[src/rtl/mips_pkg.sv]
// ----------------------------------------------------------------------------
// mips_pkg
// Shared constants and types for the MIPS control / ALU slice.
//   - opcode constants  (instruction bits [31:26])
//   - funct constants   (instruction bits [5:0], R-type only)
//   - aluop constants   (main decoder -> ALU control class)
//   - aluctl constants  (ALU control -> ALU operation select)
//   - ctrl_t            (bundle of main-decoder strobes)
// ----------------------------------------------------------------------------
package mips_pkg;

    // Opcodes
    localparam logic [5:0] OP_RTYPE = 6'b000000;
    localparam logic [5:0] OP_LW    = 6'b100011;
    localparam logic [5:0] OP_SW    = 6'b101011;
    localparam logic [5:0] OP_ADDI  = 6'b001000;
    localparam logic [5:0] OP_BEQ   = 6'b000100;
    localparam logic [5:0] OP_BNE   = 6'b000101;
    localparam logic [5:0] OP_J     = 6'b000010;

    // R-type function codes
    localparam logic [5:0] F_ADD = 6'b100000;
    localparam logic [5:0] F_SUB = 6'b100010;
    localparam logic [5:0] F_AND = 6'b100100;
    localparam logic [5:0] F_OR  = 6'b100101;
    localparam logic [5:0] F_XOR = 6'b100110;
    localparam logic [5:0] F_NOR = 6'b100111;
    localparam logic [5:0] F_SLT = 6'b101010;

    // ALU class produced by the main decoder
    localparam logic [1:0] ALUOP_ADD   = 2'b00;
    localparam logic [1:0] ALUOP_SUB   = 2'b01;
    localparam logic [1:0] ALUOP_FUNCT = 2'b10;

    // ALU operation select
    localparam logic [3:0] ALU_AND = 4'b0000;
    localparam logic [3:0] ALU_OR  = 4'b0001;
    localparam logic [3:0] ALU_ADD = 4'b0010;
    localparam logic [3:0] ALU_SUB = 4'b0110;
    localparam logic [3:0] ALU_SLT = 4'b0111;
    localparam logic [3:0] ALU_NOR = 4'b1100;
    localparam logic [3:0] ALU_XOR = 4'b1101;

    // Main-decoder output bundle
    typedef struct packed {
        logic       regdst;
        logic       branch_eq;
        logic       branch_ne;
        logic       memread;
        logic       memwrite;
        logic       memtoreg;
        logic       regwrite;
        logic       alusrc;
        logic       jump;
        logic [1:0] aluop;
    } ctrl_t;

    // All-strobes-off control word, used for NOP / unknown opcodes
    localparam ctrl_t CTRL_NOP = '{
        regdst:    1'b0,
        branch_eq: 1'b0,
        branch_ne: 1'b0,
        memread:   1'b0,
        memwrite:  1'b0,
        memtoreg:  1'b0,
        regwrite:  1'b0,
        alusrc:    1'b0,
        jump:      1'b0,
        aluop:     ALUOP_ADD
    };

    // Zero detect on a 32-bit result
    function automatic logic is_zero32(input logic [31:0] value);
        return (value == 32'h0000_0000);
    endfunction

endpackage

[src/rtl/mips_alu_core.sv]
// ----------------------------------------------------------------------------
// mips_alu_core
// Purely combinational 32-bit ALU with zero detect.
// Ports:
//   aluctl [3:0]  in  : operation select (ALU_* constants)
//   a      [31:0] in  : operand A
//   b      [31:0] in  : operand B
//   result [31:0] out : operation result, unselected codes give 0
//   zero          out : result == 0 (valid for every operation, slt included)
// ----------------------------------------------------------------------------
module mips_alu_core
    import mips_pkg::*;
(
    input  logic [3:0]  aluctl,
    input  logic [31:0] a,
    input  logic [31:0] b,
    output logic [31:0] result,
    output logic        zero
);

    logic [31:0] result_s;

    // Operation select; add/sub wrap modulo 2^32 with no overflow trap
    always_comb begin
        result_s = 32'h0000_0000;
        case (aluctl)
            ALU_AND: result_s = a & b;
            ALU_OR:  result_s = a | b;
            ALU_ADD: result_s = a + b;
            ALU_SUB: result_s = a - b;
            ALU_SLT: begin
                if ($signed(a) < $signed(b)) begin
                    result_s = 32'h0000_0001;
                end else begin
                    result_s = 32'h0000_0000;
                end
            end
            ALU_NOR: result_s = ~(a | b);
            ALU_XOR: result_s = a ^ b;
            default: result_s = 32'h0000_0000;
        endcase
    end

    assign result = result_s;
    assign zero   = is_zero32(result_s);

endmodule

[src/rtl/mips_ctrl_alu.sv]
// ----------------------------------------------------------------------------
// mips_ctrl_alu
// Main decoder + ALU control + 32-bit ALU for the five-stage MIPS core, with
// an EX/MEM-style output register (priority rst > flush > hold > load).
// Ports:
//   clk, rst            in  : rising-edge clock, async active-high reset
//   opcode [5:0]        in  : instruction bits [31:26]
//   funct  [5:0]        in  : instruction bits [5:0]
//   a, b   [31:0]       in  : ALU operands
//   hold, flush         in  : output register control
//   regdst .. jump      out : decoded control strobes (combinational)
//   aluop  [1:0]        out : decoded ALU class (combinational)
//   aluctl [3:0]        out : ALU operation (combinational)
//   alu_out [31:0], zero out: ALU result and zero flag (combinational)
//   alu_out_q, zero_q   out : registered result and zero flag
// ----------------------------------------------------------------------------
module mips_ctrl_alu
    import mips_pkg::*;
(
    input  logic        clk,
    input  logic        rst,
    input  logic [5:0]  opcode,
    input  logic [5:0]  funct,
    input  logic [31:0] a,
    input  logic [31:0] b,
    input  logic        hold,
    input  logic        flush,
    output logic        regdst,
    output logic        branch_eq,
    output logic        branch_ne,
    output logic        memread,
    output logic        memwrite,
    output logic        memtoreg,
    output logic        regwrite,
    output logic        alusrc,
    output logic        jump,
    output logic [1:0]  aluop,
    output logic [3:0]  aluctl,
    output logic [31:0] alu_out,
    output logic        zero,
    output logic [31:0] alu_out_q,
    output logic        zero_q
);

    ctrl_t       ctrl_s;
    logic [3:0]  aluctl_s;
    logic [31:0] alu_result_s;
    logic        alu_zero_s;
    logic [31:0] alu_out_r;
    logic        zero_r;

    // Main decoder: opcode to datapath strobes, unknown opcodes act as NOP
    always_comb begin
        ctrl_s = CTRL_NOP;
        case (opcode)
            OP_RTYPE: begin
                ctrl_s.regdst   = 1'b1;
                ctrl_s.regwrite = 1'b1;
                ctrl_s.aluop    = ALUOP_FUNCT;
            end
            OP_LW: begin
                ctrl_s.memread  = 1'b1;
                ctrl_s.memtoreg = 1'b1;
                ctrl_s.regwrite = 1'b1;
                ctrl_s.alusrc   = 1'b1;
                ctrl_s.aluop    = ALUOP_ADD;
            end
            OP_SW: begin
                ctrl_s.memwrite = 1'b1;
                ctrl_s.alusrc   = 1'b1;
                ctrl_s.aluop    = ALUOP_ADD;
            end
            OP_ADDI: begin
                ctrl_s.regwrite = 1'b1;
                ctrl_s.alusrc   = 1'b1;
                ctrl_s.aluop    = ALUOP_ADD;
            end
            OP_BEQ: begin
                ctrl_s.branch_eq = 1'b1;
                ctrl_s.aluop     = ALUOP_SUB;
            end
            OP_BNE: begin
                ctrl_s.branch_ne = 1'b1;
                ctrl_s.aluop     = ALUOP_SUB;
            end
            OP_J: begin
                ctrl_s.jump  = 1'b1;
                ctrl_s.aluop = ALUOP_ADD;
            end
            default: ctrl_s = CTRL_NOP;
        endcase
    end

    // ALU control: class from the decoder, R-type refined by funct.
    // aluop 11 is never produced by the decoder but still maps to add.
    always_comb begin
        aluctl_s = ALU_ADD;
        case (ctrl_s.aluop)
            ALUOP_ADD: aluctl_s = ALU_ADD;
            ALUOP_SUB: aluctl_s = ALU_SUB;
            ALUOP_FUNCT: begin
                case (funct)
                    F_ADD:   aluctl_s = ALU_ADD;
                    F_SUB:   aluctl_s = ALU_SUB;
                    F_AND:   aluctl_s = ALU_AND;
                    F_OR:    aluctl_s = ALU_OR;
                    F_XOR:   aluctl_s = ALU_XOR;
                    F_NOR:   aluctl_s = ALU_NOR;
                    F_SLT:   aluctl_s = ALU_SLT;
                    default: aluctl_s = ALU_ADD;
                endcase
            end
            default: aluctl_s = ALU_ADD;
        endcase
    end

    mips_alu_core u_alu_core (
        .aluctl (aluctl_s),
        .a      (a),
        .b      (b),
        .result (alu_result_s),
        .zero   (alu_zero_s)
    );

    // Output register: flush wins over hold, hold keeps the current value
    always_ff @(posedge clk or posedge rst) begin
        if (rst) begin
            alu_out_r <= 32'h0000_0000;
            zero_r    <= 1'b0;
        end else if (flush) begin
            alu_out_r <= 32'h0000_0000;
            zero_r    <= 1'b0;
        end else if (hold) begin
            alu_out_r <= alu_out_r;
            zero_r    <= zero_r;
        end else begin
            alu_out_r <= alu_result_s;
            zero_r    <= alu_zero_s;
        end
    end

    assign regdst    = ctrl_s.regdst;
    assign branch_eq = ctrl_s.branch_eq;
    assign branch_ne = ctrl_s.branch_ne;
    assign memread   = ctrl_s.memread;
    assign memwrite  = ctrl_s.memwrite;
    assign memtoreg  = ctrl_s.memtoreg;
    assign regwrite  = ctrl_s.regwrite;
    assign alusrc    = ctrl_s.alusrc;
    assign jump      = ctrl_s.jump;
    assign aluop     = ctrl_s.aluop;
    assign aluctl    = aluctl_s;
    assign alu_out   = alu_result_s;
    assign zero      = alu_zero_s;
    assign alu_out_q = alu_out_r;
    assign zero_q    = zero_r;

endmodule

[config.mk]
export PLATFORM = sky130hd
export DESIGN_NAME = mips_ctrl_alu
export DESIGN_NICKNAME = d
export VERILOG_FILES = /design/src/rtl/mips_pkg.sv /design/src/rtl/mips_alu_core.sv /design/src/rtl/mips_ctrl_alu.sv
export SDC_FILE = /design/constraint.sdc
export NUM_CORES = 1
export LEC_CHECK = 0
export BUFFER_PORTS_ARGS = -buffer_cell sky130_fd_sc_hd__buf_2
export CAP_MARGIN = 20
export CORE_MARGIN = 5
export CORE_UTILIZATION = 57
export DETAILED_ROUTE_END_ITERATION = 10
export GPL_TIMING_DRIVEN = 1
export PLACE_DENSITY = 0.83
export SLEW_MARGIN = 20
export SYNTH_ARGS = -nofsm -noshare
export SYNTH_HDL_FRONTEND = slang
export SYNTH_SLANG_ARGS = --single-unit
[constraint.sdc]
create_clock -name clk -period 6.3 [get_ports clk]
set_input_delay 0.63 -clock clk [delete_from_list [all_inputs] [get_ports clk]]
set_output_delay 0.63 -clock clk [all_outputs]
set_load 0.005 [all_outputs]
==> results by group, run 1 <==
Global route
  – Grt ovf: 0
  – Number of global-route vias before repair: 8387
  – Largest net degree at the start of global routing: 46
  – Initial antenna violation count: 0
  – First-pass GRT wire length: 46.1 mm
  – Gr usage total: 36.2%

Timing
  – Final setup TNS: 0 ns
  – Final worst slack: 0.326 ns
  – Least-Margin Pin Slew: 1.06 ns
  – Final Cycle Share: 94.8%
  – Tmin final: 5.97 ns
  – Final hold vios: 0
  – RSZ-0062 raised after global routing: false
  – Slew Limit Fails: 0
  – Fmax: 167 MHz
  – Clk_skew: 0 ns
  – Finish-stage setup viols: 0
  – Slew margin rel.: 29.3%

Yosys
  – Post-synthesis async set-or-reset flop share: 100%
  – Post-synth EDFFs: 0
  – Top cells by count, synth: nor2_1 (129), inv_1 (107), a21oi_1 (106)
  – Mapped Cells: 1070
  – Dominant cells by area after synthesis: ha_1 (17%), dfrtp_1 (11%), a21oi_1 (7.1%)
  – Yosys top cell area share: 17.1%
  – Count leader, synth: nor2_1
  – Yosys cell types: 86
  – Syn avg cell area: 7.00 sq um
  – Syn Nets: 1254
  – Mapped Area: 7480 sq um
  – Post-synth top flop: dfrtp_1
  – Yosys reg bits: 33
  – Yosys warns: 0
  – Sequential-to-total area share from yosys stat: 11.0%
  – Area leader, netlist: ha_1

Layout
  – Fraction of layout cells with a size suffix above 1: 18.9%
  – Ant diodes: 0
  – Area grow syn2layout: 15.3%
  – Nets@finish: 1389
  – Fill cells: 1193

Detailed routing
  – Post-Route WL: 30.0 mm
  – Drt drc: 0
  – Post-DRT Antenna Nets: 0
  – TritonRoute pass-1 iters: 6
  – Drt wl/cell: 21.8 microns
  – Initial DRC Count: 1203
  – Avg Vias per Cell: 6.60
  – Routed via count: 9095

Power and ir drop
  – P per Cell Area: 142 nW/um^2
  – VDD IR-drop max: 0.177 mV
  – Leak: 4.38 nW

Clock tree
  – Cts hold-fix bufs: 0
  – CTS H-tree depth: 2
  – Number of CTS-inserted buffers: 5
  – CTS tree: built
  – Post-CTS sizing: 0
  – Clock Latency Late Sink: 0.28 ns
  – Post-CTS setup buffer count: 0
  – Root buffer cell: clkbuf_16
  – Clk sink count: 33
  – Worst-case clock buffer depth: 2
  – CTS clk-pin slew, worst paths: 0.05 ns

Floorplanning
  – FP Rows: 41
  – Top Ports: 161
  – DIE AREA: 15500 sq um
  – Chip Height: 125 microns
  – Initial cell density of the core: 58.8%
  – Die width: 125 microns
  – Core area: 12700 sq um

Critical path
  – Crit Path Class: in2out
  – Critical Path RT: 5.67 ns
  – Top fanout value on the critical path: 14
  – Setup crit end kind: output pin
  – Critical Path Start: opcode[4]
  – WP data arrival: 5.34 ns
  – R2r setup slk: 5.38 ns
  – Crit path launch type: input pin
  – FF-to-FF Start: alu_out_q[5]

Place
  – Post-Place Worst Slack: 0.292 ns
  – I/O Buffers: 160
  – GPL Wtd Cong: 1.07
  – Post-detailed-placement half-perimeter wirelength: 23.7 mm

Job
  – Maxcap violations: 0

Worst hold path
  – Worst min-delay path class: in2async

Status
  – Outcome: finished, final reports clean
==> cell type report <==
type,instances,area [sq um],area share [%]
clock buffers,7,143,1.65
inverters,111,417,4.83
multi-input cells,865,6010,69.6
flip-flops and latches,33,826,9.57
well taps,172,215,2.49
repair buffers,189,1020,11.8
==> per-stage QoR <==
step / hold slack (ns) / util (%) / cells / instance area, sq um / total power (W)
2_1_floorplan: 0.504 / - / 1070 / 7480 / 0.000686
3_3_place_gp: 0.491 / 66.6 / 1370 / 8470 / 0.000954
3_5_place_dp: 0.504 / 66.6 / 1370 / 8470 / 0.000958
4_1_cts: 0.450 / 67.7 / 1377 / 8620 / 0.00120
5_1_grt: 0.487 / 67.8 / 1377 / 8630 / 0.00129
6_report: 0.436 / 67.8 / 1377 / 8630 / 0.00122
==> sequential cells by signal, indices dropped and copies added (netlist names) <==
signal     count
alu_out_q     32
zero_q         1
==> layout by cell type, fill, tap and decap left out, types with 13 or more instances in the layout <==
master	count
buf_2	160
nor2_1	129
inv_1	107
a21oi_1	106
ha_1	102
nand2_1	74
o21ai_0	47
mux2i_1	34
dfrtp_1	33
buf_4	28
nor3_1	24
nor4_1	20
o31ai_1	20
nand4_1	18
nand3_1	16
nor2b_1	14
a21o_1	14
o221ai_1	13
a211oi_1	13
==> final timing paths <==
| check | endpoint | cells after the start |
|---|---|---|
| max | zero | 18 |
| min | alu_out_q[3] | 3 |
| max reg2reg | alu_out_q[5] | 2 |
| min reg2reg | alu_out_q[17] | 2 |
| max in group asynchronous | alu_out_q[20] | 3 |
| min in group clk | alu_out_q[17] | 2 |
==> per-layer routing <==
layer	up-vias	GRT usage [%]	part of all wire (%)
li1	4155	-	-
met1	4220	45.7	38
met2	605	59.4	46
met3	115	6.17	9.8
met4	0	18.1	6.0
met5	-	0	0
==> power by group <==
group	total [W]	switching (W)	internal (W)
Sequential	0.000245	0.0000119	0.000233
Combinational	0.000737	0.000458	0.000279
Clock	0.000242	0.0000873	0.000155
Total	0.00122	0.000557	0.000667
==> cell families after synthesis <==
logic type      after synthesis  share of synthesized area, %
mux                          37                          5.00
compound gates              343                          31.3
flops                        33                          11.0
xor+xnor                     15                          1.76
fa+ha+maj                   104                          17.6
simple gates                366                          24.4
buf+inv                     172                          8.96
==> critical path, cell delays in order <==
cell	delay [ns]
buf_2	0.13
or4_1	0.51
or3_1	0.39
ha_1	0.42
nand2b_1	0.29
nor3_4	0.33
nor2_2	0.15
inv_2	0.12
buf_4	0.23
o221ai_1	0.15
a22o_1	0.21
a211oi_2	0.23
nand4b_1	0.13
or4_1	0.56
nor4_2	0.37
nand4_1	0.18
nor3_1	0.15
buf_2	0.14
(Power assumes the default switching activity.)
==> inputs of run 2 (changes only) <==
CORE_UTILIZATION = 58   (was 57)
PLACE_DENSITY = 0.84   (was 0.83)
SYNTH_HIERARCHICAL = 1   (was default)
==> run 2 against run 1 <==
  * Largest power group unchanged
  * Critical path type unchanged
  * Critical endpoint unchanged
  * The run now ends with negative setup slack left
  * Clock skew stayed put
  * Die area decreased by 0.14%
  * Highest routed layer unchanged
  * Critical path depth rose by 3
==> results by group, run 2 <==
Clock tree
  – Cts hold-fix bufs: 0 (unchanged)
  – CTS clk-pin slew, worst paths: 0.05 ns (about the same)
  – Worst-case clock buffer depth: 2 (unchanged)
  – Clock Latency Late Sink: 0.28 ns (about the same)
  – Number of CTS-inserted buffers: 5 (unchanged)
  – Root buffer cell: clkbuf_16 (unchanged)
  – CTS tree: built (unchanged)
  – Clk sink count: 33 (unchanged)
  – CTS H-tree depth: 2 (unchanged)

Floorplanning
  – Initial cell density of the core: 59.8% (was 58.8%)
  – Chip Height: 125 microns (about the same)
  – Core area: 12700 sq um (unchanged)
  – FP Rows: 41 (unchanged)
  – Die width: 125 microns (about the same)
  – DIE AREA: 15500 sq um (about the same)
  – Top Ports: 161 (unchanged)

Global route
  – Initial antenna violation count: 0 (unchanged)
  – Grt ovf: 0 (unchanged)
  – First-pass GRT wire length: 43.5 mm (was 46.1 mm)
  – Number of global-route vias before repair: 8328 (was 8387)
  – Largest net degree at the start of global routing: 76 (was 46)
  – Gr usage total: 33.3% (was 36.2%)

Detailed routing
  – Drt drc: 0 (unchanged)
  – Drt wl/cell: 20.1 microns (was 21.8 microns)
  – Routed via count: 9221 (was 9095)
  – Post-DRT Antenna Nets: 0 (unchanged)
  – Initial DRC Count: 1067 (was 1203)
  – TritonRoute pass-1 iters: 7 (was 6)
  – Avg Vias per Cell: 6.59 (was 6.60)
  – Post-Route WL: 28.2 mm (was 30.0 mm)

Yosys
  – Dominant cells by area after synthesis: ha_1 (16%), dfrtp_1 (11%), a21oi_1 (6.1%) (was ha_1 (17%), dfrtp_1 (11%), a21oi_1 (7.1%))
  – Yosys reg bits: 33 (unchanged)
  – Area leader, netlist: ha_1 (unchanged)
  – Mapped Cells: 1047 (was 1070)
  – Post-synth top flop: dfrtp_1 (unchanged)
  – Syn Nets: 1228 (was 1254)
  – Mapped Area: 7600 sq um (was 7480 sq um)
  – Post-synthesis async set-or-reset flop share: 100% (unchanged)
  – Post-synth EDFFs: 0 (unchanged)
  – Yosys cell types: 89 (was 86)
  – Count leader, synth: nor2_1 (unchanged)
  – Yosys top cell area share: 16.3% (was 17.1%)
  – Sequential-to-total area share from yosys stat: 10.9% (was 11.0%)
  – Top cells by count, synth: nor2_1 (119), inv_1 (102), ha_1 (99) (was nor2_1 (129), inv_1 (107), a21oi_1 (106))
  – Syn avg cell area: 7.26 sq um (was 7.00 sq um)
  – Yosys warns: 6 (was 0)

Timing
  – WHS: 0.438 ns (was 0.436 ns)
  – Final hold vios: 0 (unchanged)
  – Finish-stage setup viols: 1 (was 0)
  – RSZ-0062 raised after global routing: true (was false)
  – Fmax: 156 MHz (was 167 MHz)
  – Least-Margin Pin Slew: 0.991 ns (was 1.06 ns)
  – Final Cycle Share: 101% (was 94.8%)
  – Clk_skew: 0 ns (unchanged)
  – Final worst slack: -0.0901 ns (was 0.326 ns)
  – Final setup TNS: -0.0901 ns (was 0 ns)
  – Tmin final: 6.39 ns (was 5.97 ns)
  – Slew Limit Fails: 0 (unchanged)
  – Slew margin rel.: 33.9% (was 29.3%)

Layout
  – Ant diodes: 0 (unchanged)
  – Footprint of the multi-input gates: 6280 sq um (was 6010 sq um)
  – Max reg flops: 32 (unchanged)
  – Most frequent cells in the layout: buf_2 (160), nor2_1 (119), inv_1 (101) (was buf_2 (160), nor2_1 (129), inv_1 (107))
  – Post-layout util: 73.3% (was 67.8%)
  – Nets@finish: 1407 (was 1389)
  – Fill cells: 1054 (was 1193)
  – Design area: 9320 sq um (was 8630 sq um)
  – Fraction of layout cells with a size suffix above 1: 25.3% (was 18.9%)
  – Register area: 826 sq um (unchanged)
  – Area grow syn2layout: 22.6% (was 15.3%)
  – Commonest non-fill, non-tap cell in the layout: buf_2 (unchanged)

Power and ir drop
  – Leak: 4.71 nW (was 4.38 nW)
  – P per Cell Area: 136 nW/um^2 (was 142 nW/um^2)
  – VDD IR-drop max: 0.0996 mV (was 0.177 mV)
  – Design Power: 0.00127 W (was 0.00122 W)

Status
  – Outcome: finished, violations left (was finished, final reports clean)
  – Failing checks: negative setup slack

Critical path
  – WP data arrival: 5.76 ns (was 5.34 ns)
  – Slowest CP cell: or4_4 (was or4_1)
  – Crit path launch type: input pin (unchanged)
  – Max incr delay on CP: 0.54 ns (was 0.56 ns)
  – Critical Path RT: 5.67 ns (about the same)
  – CP most frequent cell: or4_4
  – Setup crit end kind: output pin (unchanged)
  – Crit-path cells: buf_2 > or4_4 > or3_4 > inv_2 > ha_4 > buf_4 > o2111ai_4 > a21oi_4 > buf_6 > nor2_1 > a21oi_1 > o21a_1 > o221ai_1 > or4_4 > or3_4 > or4_4 > nor4_4 > and4b_1 > or3b_4 > nor4_4 > buf_2 (was buf_2 > or4_1 > or3_1 > ha_1 > nand2b_1 > nor3_4 > nor2_2 > inv_2 > buf_4 > o221ai_1 > a22o_1 > a211oi_2 > nand4b_1 > or4_1 > nor4_2 > nand4_1 > nor3_1 > buf_2)
  – Top fanout value on the critical path: 7 (was 14)
  – Crit Path Class: in2out (unchanged)

Place
  – I/O Buffers: 160 (unchanged)
  – Cell Area, Placed: 8910 sq um (was 8470 sq um)
  – Post-detailed-placement half-perimeter wirelength: 21.7 mm (was 23.7 mm)
  – GPL Wtd Cong: 0.970 (was 1.07)

Worst hold path
  – Worst min-delay path class: in2async (unchanged)

Job
  – Maxcap violations: 0 (unchanged)
[run 2: area by class of cell]
cell class | count | area share (%)
Clock buffer | 5 | 1.34
Clock inverter | 3 | 0.188
Inverter | 102 | 4.11
Multi-Input combinational cell | 841 | 67.4
Sequential cell | 33 | 8.86
Tap cell | 172 | 2.31
Timing Repair Buffer | 243 | 15.8
[run 2: per-layer routing]
layer | track usage [%] | up-vias | share of wire, %
li1 | - | 4188 | -
met1 | 45.8 | 4328 | 41
met2 | 53.2 | 599 | 44
met3 | 3.99 | 106 | 10
met4 | 12.6 | 0 | 4.4
met5 | 0 | - | 0
[run 2: worst max-delay path, delay by kind of cell]
kind                       cells  cell delay [ns]
AOI/OAI and AO/OA              5             0.87
and+or+nand+nor               10             3.42
buffers and inverters          5             0.68
adders and majority gates      1             0.16
[run 2: logic make-up after synthesis]
logic type	after synthesis	synth area share [%]
AOI/OAI and AO/OA	356	34.3
and+or+nand+nor	322	21.1
buffers and inverters	173	9.05
adders and majority gates	101	16.8
muxes	44	5.82
DFF	33	10.9
xor gates and xnor gates	18	2.07
[run 2: where the power goes]
group	internal, W	switching, W
sequential	0.000234	0.0000132
combinational	0.000318	0.000467
clock	0.000145	0.0000939
[run 2: repair_timing]
action | in CTS | in global routing
gates resized for setup | 7 | 29
endpoints found under the setup margin | 1 | 1
buffers inserted | 3 | 7
hold endpoints to repair | 0 | 0
pin swaps | 2 | 14
[run 2: through the flow]
step / setup slack, ns / cells
after floorplan: 0.345 / 1047
after global routing: -0.229 / 1399
after CTS: 0.0595 / 1392
after global placement: -0.147 / 1382
after detailed placement: -0.281 / 1382
final: -0.0901 / 1399
[run 2: worst paths after layout]
| check | start | endpoint | slack (ns) | cells past startpoint |
|---|---|---|---|---|
| max in group asynchronous | rst | alu_out_q[10] | 5.55 | 3 |
| setup reg to reg | zero_q | zero_q | 5.48 | 2 |
| hold / removal | rst | alu_out_q[16] | 0.44 | 3 |
| setup / recovery | opcode[0] | zero | -0.09 | 21 |
| min in group clk | alu_out_q[18] | alu_out_q[18] | 0.53 | 2 |
| hold reg to reg | alu_out_q[18] | alu_out_q[18] | 0.53 | 2 |
==> inputs of run 3 (changes only) <==
CORE_ASPECT_RATIO = 1.2   (was default)
==> run 3 against run 2 <==
  * The flow now finishes without violations
  * Critical path depth is the same
  * Highest routed layer unchanged
  * Global-route usage grew 0.20 points
  * Routed wire length shrank 3.1%
  * Largest power group unchanged
  * Die area is essentially flat
  * Cell count shrank 1.4%
==> results by group, run 3 (synthesized netlist as in run 2, its figures left out) <==
Critical path
  – Crit path launch type: input pin (unchanged)
  – Max incr delay on CP: 0.54 ns (about the same)
  – CP most frequent cell: buf_4 (was or4_4)
  – Top fanout value on the critical path: 5 (was 7)
  – Delay-heaviest family, CP: simple AND/OR/NAND/NOR gates (unchanged)
  – WP data arrival: 5.59 ns (was 5.76 ns)
  – Crit-path cells: buf_2 > or4_1 > or3_4 > ha_1 > buf_4 > a21oi_2 > buf_4 > buf_4 > buf_4 > nand4bb_4 > nor4_1 > a2bb2oi_1 > a211o_1 > or4_1 > or3_1 > or4_4 > nor4_1 > and4b_1 > or3b_4 > nor4_4 > buf_2 (was buf_2 > or4_4 > or3_4 > inv_2 > ha_4 > buf_4 > o2111ai_4 > a21oi_4 > buf_6 > nor2_1 > a21oi_1 > o21a_1 > o221ai_1 > or4_4 > or3_4 > or4_4 > nor4_4 > and4b_1 > or3b_4 > nor4_4 > buf_2)
  – Crit Path Class: in2out (unchanged)
  – Crit path buffers/inverters: 6 (was 5)
  – Setup crit end kind: output pin (unchanged)
  – Critical Path RT: 5.67 ns (about the same)
  – Slowest CP cell: or4_1 (was or4_4)

Timing
  – Final setup TNS: 0 ns (was -0.0901 ns)
  – Finish-stage setup viols: 0 (was 1)
  – Fmax: 161 MHz (was 156 MHz)
  – Slew margin rel.: 36.6% (was 33.9%)
  – RSZ-0062 raised after global routing: true (unchanged)
  – Tmin final: 6.22 ns (was 6.39 ns)
  – Least-Margin Pin Slew: 0.951 ns (was 0.991 ns)
  – Final hold vios: 0 (unchanged)
  – Final Cycle Share: 98.8% (was 101%)
  – Clk_skew: 0 ns (unchanged)
  – Slew Limit Fails: 0 (unchanged)

Detailed routing
  – TritonRoute pass-1 iters: 7 (unchanged)
  – Initial DRC Count: 1256 (was 1067)
  – Post-Route WL: 27.3 mm (was 28.2 mm)
  – Routed via count: 9036 (was 9221)
  – Drt wl/cell: 19.8 microns (was 20.1 microns)
  – Post-DRT Antenna Nets: 0 (unchanged)
  – Drt drc: 0 (unchanged)
  – Avg Vias per Cell: 6.55 (was 6.59)

Clock tree
  – Clock Latency Late Sink: 0.28 ns (about the same)
  – Worst-case clock buffer depth: 2 (unchanged)
  – Number of CTS-inserted buffers: 5 (unchanged)
  – CTS tree: built (unchanged)
  – CTS clk-pin slew, worst paths: 0.05 ns (about the same)
  – CTS H-tree depth: 2 (unchanged)
  – Cts hold-fix bufs: 0 (unchanged)
  – Root buffer cell: clkbuf_16 (unchanged)
  – Clk sink count: 33 (unchanged)

Global route
  – M3 GR Usage: 3.62% (was 3.99%)
  – Met1 GRT Util: 42.8% (was 45.8%)
  – Gr usage total: 33.5% (was 33.3%)
  – Most used routing layer: met2 (unchanged)
  – Met2 Use GR: 56.9% (was 53.2%)
  – First-pass GRT wire length: 42.8 mm (was 43.5 mm)
  – Grt ovf: 0 (unchanged)
  – Initial antenna violation count: 0 (unchanged)
  – Number of global-route vias before repair: 8492 (was 8328)
  – Largest net degree at the start of global routing: 45 (was 76)

Floorplanning
  – Die width: 115 microns (was 125 microns)
  – Core area: 12800 sq um (was 12700 sq um)
  – DIE AREA: 15500 sq um (about the same)
  – Chip Height: 135 microns (was 125 microns)
  – FP Rows: 45 (was 41)
  – Top Ports: 161 (unchanged)
  – Initial cell density of the core: 59.5% (was 59.8%)

Layout
  – Layout Cells excl Fill: 1380 (was 1399)
  – Area grow syn2layout: 19.7% (was 22.6%)
  – Max reg flops: 32 (unchanged)
  – Commonest non-fill, non-tap cell in the layout: buf_2 (unchanged)
  – Fill cells: 1111 (was 1054)
  – Design area: 9100 sq um (was 9320 sq um)
  – Most frequent cells in the layout: buf_2 (160), nor2_1 (119), inv_1 (102) (was buf_2 (160), nor2_1 (119), inv_1 (101))
  – Nets@finish: 1396 (was 1407)
  – Ant diodes: 0 (unchanged)
  – Fraction of layout cells with a size suffix above 1: 23.7% (was 25.3%)
  – Post-layout util: 71.2% (was 73.3%)

Place
  – I/O Buffers: 160 (unchanged)
  – GPL Wtd Cong: 1.01 (was 0.970)
  – Placed cell count: 1370 (was 1382)
  – Cell Area, Placed: 8890 sq um (was 8910 sq um)
  – Post-detailed-placement half-perimeter wirelength: 21.5 mm (was 21.7 mm)

Worst hold path
  – Worst min-delay path class: in2async (unchanged)

Power and ir drop
  – Design Power: 0.00125 W (was 0.00127 W)
  – P per Cell Area: 137 nW/um^2 (was 136 nW/um^2)
  – VDD IR-drop max: 0.143 mV (was 0.0996 mV)
  – Leak: 4.60 nW (was 4.71 nW)

Job
  – Maxcap violations: 0 (unchanged)

Status
  – Outcome: finished, final reports clean (was finished, violations left)
run 3: metal layers:
metal / wire length [microns] / vias to the layer above
li1: - / 4167
met1: 10400 / 4167
met5: 0 / -
met4: 1390 / 0
met3: 2520 / 114
met2: 12900 / 588
run 3: path summary, 6_finish.rpt:
check | start | to | slack, ns | depth (start not counted)
worst min-delay path | rst | alu_out_q[6] | 0.43 | 3
worst min register to register | alu_out_q[20] | alu_out_q[20] | 0.52 | 2
worst max-delay path | opcode[0] | zero | 0.08 | 21
worst max register to register | alu_out_q[0] | alu_out_q[0] | 5.52 | 2
min in group clk | alu_out_q[20] | alu_out_q[20] | 0.52 | 2
max in group asynchronous | rst | alu_out_q[10] | 5.56 | 3
run 3: area by class of cell:
class                      count  area [sq um]  share of cell area, %
multi-input combinational    841          6160                   67.6
clock buffer                   5           125                   1.37
clock inverter                 3          17.5                  0.192
timing repair buffer         232          1390                   15.3
tap                          164           205                   2.25
inverter                     102           383                   4.21
sequential                    33           826                   9.07
run 3: power by group:
part           switching, W  leakage, nW  internal, W
clock             0.0000915       0.0696     0.000145
sequential        0.0000112        0.437     0.000234
combinational      0.000453         4.10     0.000310
total              0.000556         4.60     0.000689
run 3: metrics by stage:
step / setup slack [ns] / hold WS [ns]
finish: 0.0763 / 0.433
global route: -0.130 / 0.487
CTS: 0.0200 / 0.446
detailed placement: -0.245 / 0.507
global placement: -0.220 / 0.499
floorplan: 0.345 / 0.514
run 3: repair_timing:
| action | in CTS | in global routing |
|---|---|---|
| pin swaps | 2 | 2 |
| resized for setup | 7 | 3 |
| setup endpoints to repair | 1 | 1 |
| setup buffers | 1 | 1 |
run 3: worst min-delay path, stage by stage:
cell	delay, ns
buf_2	0.09
inv_1	0.04
buf_4	0.37
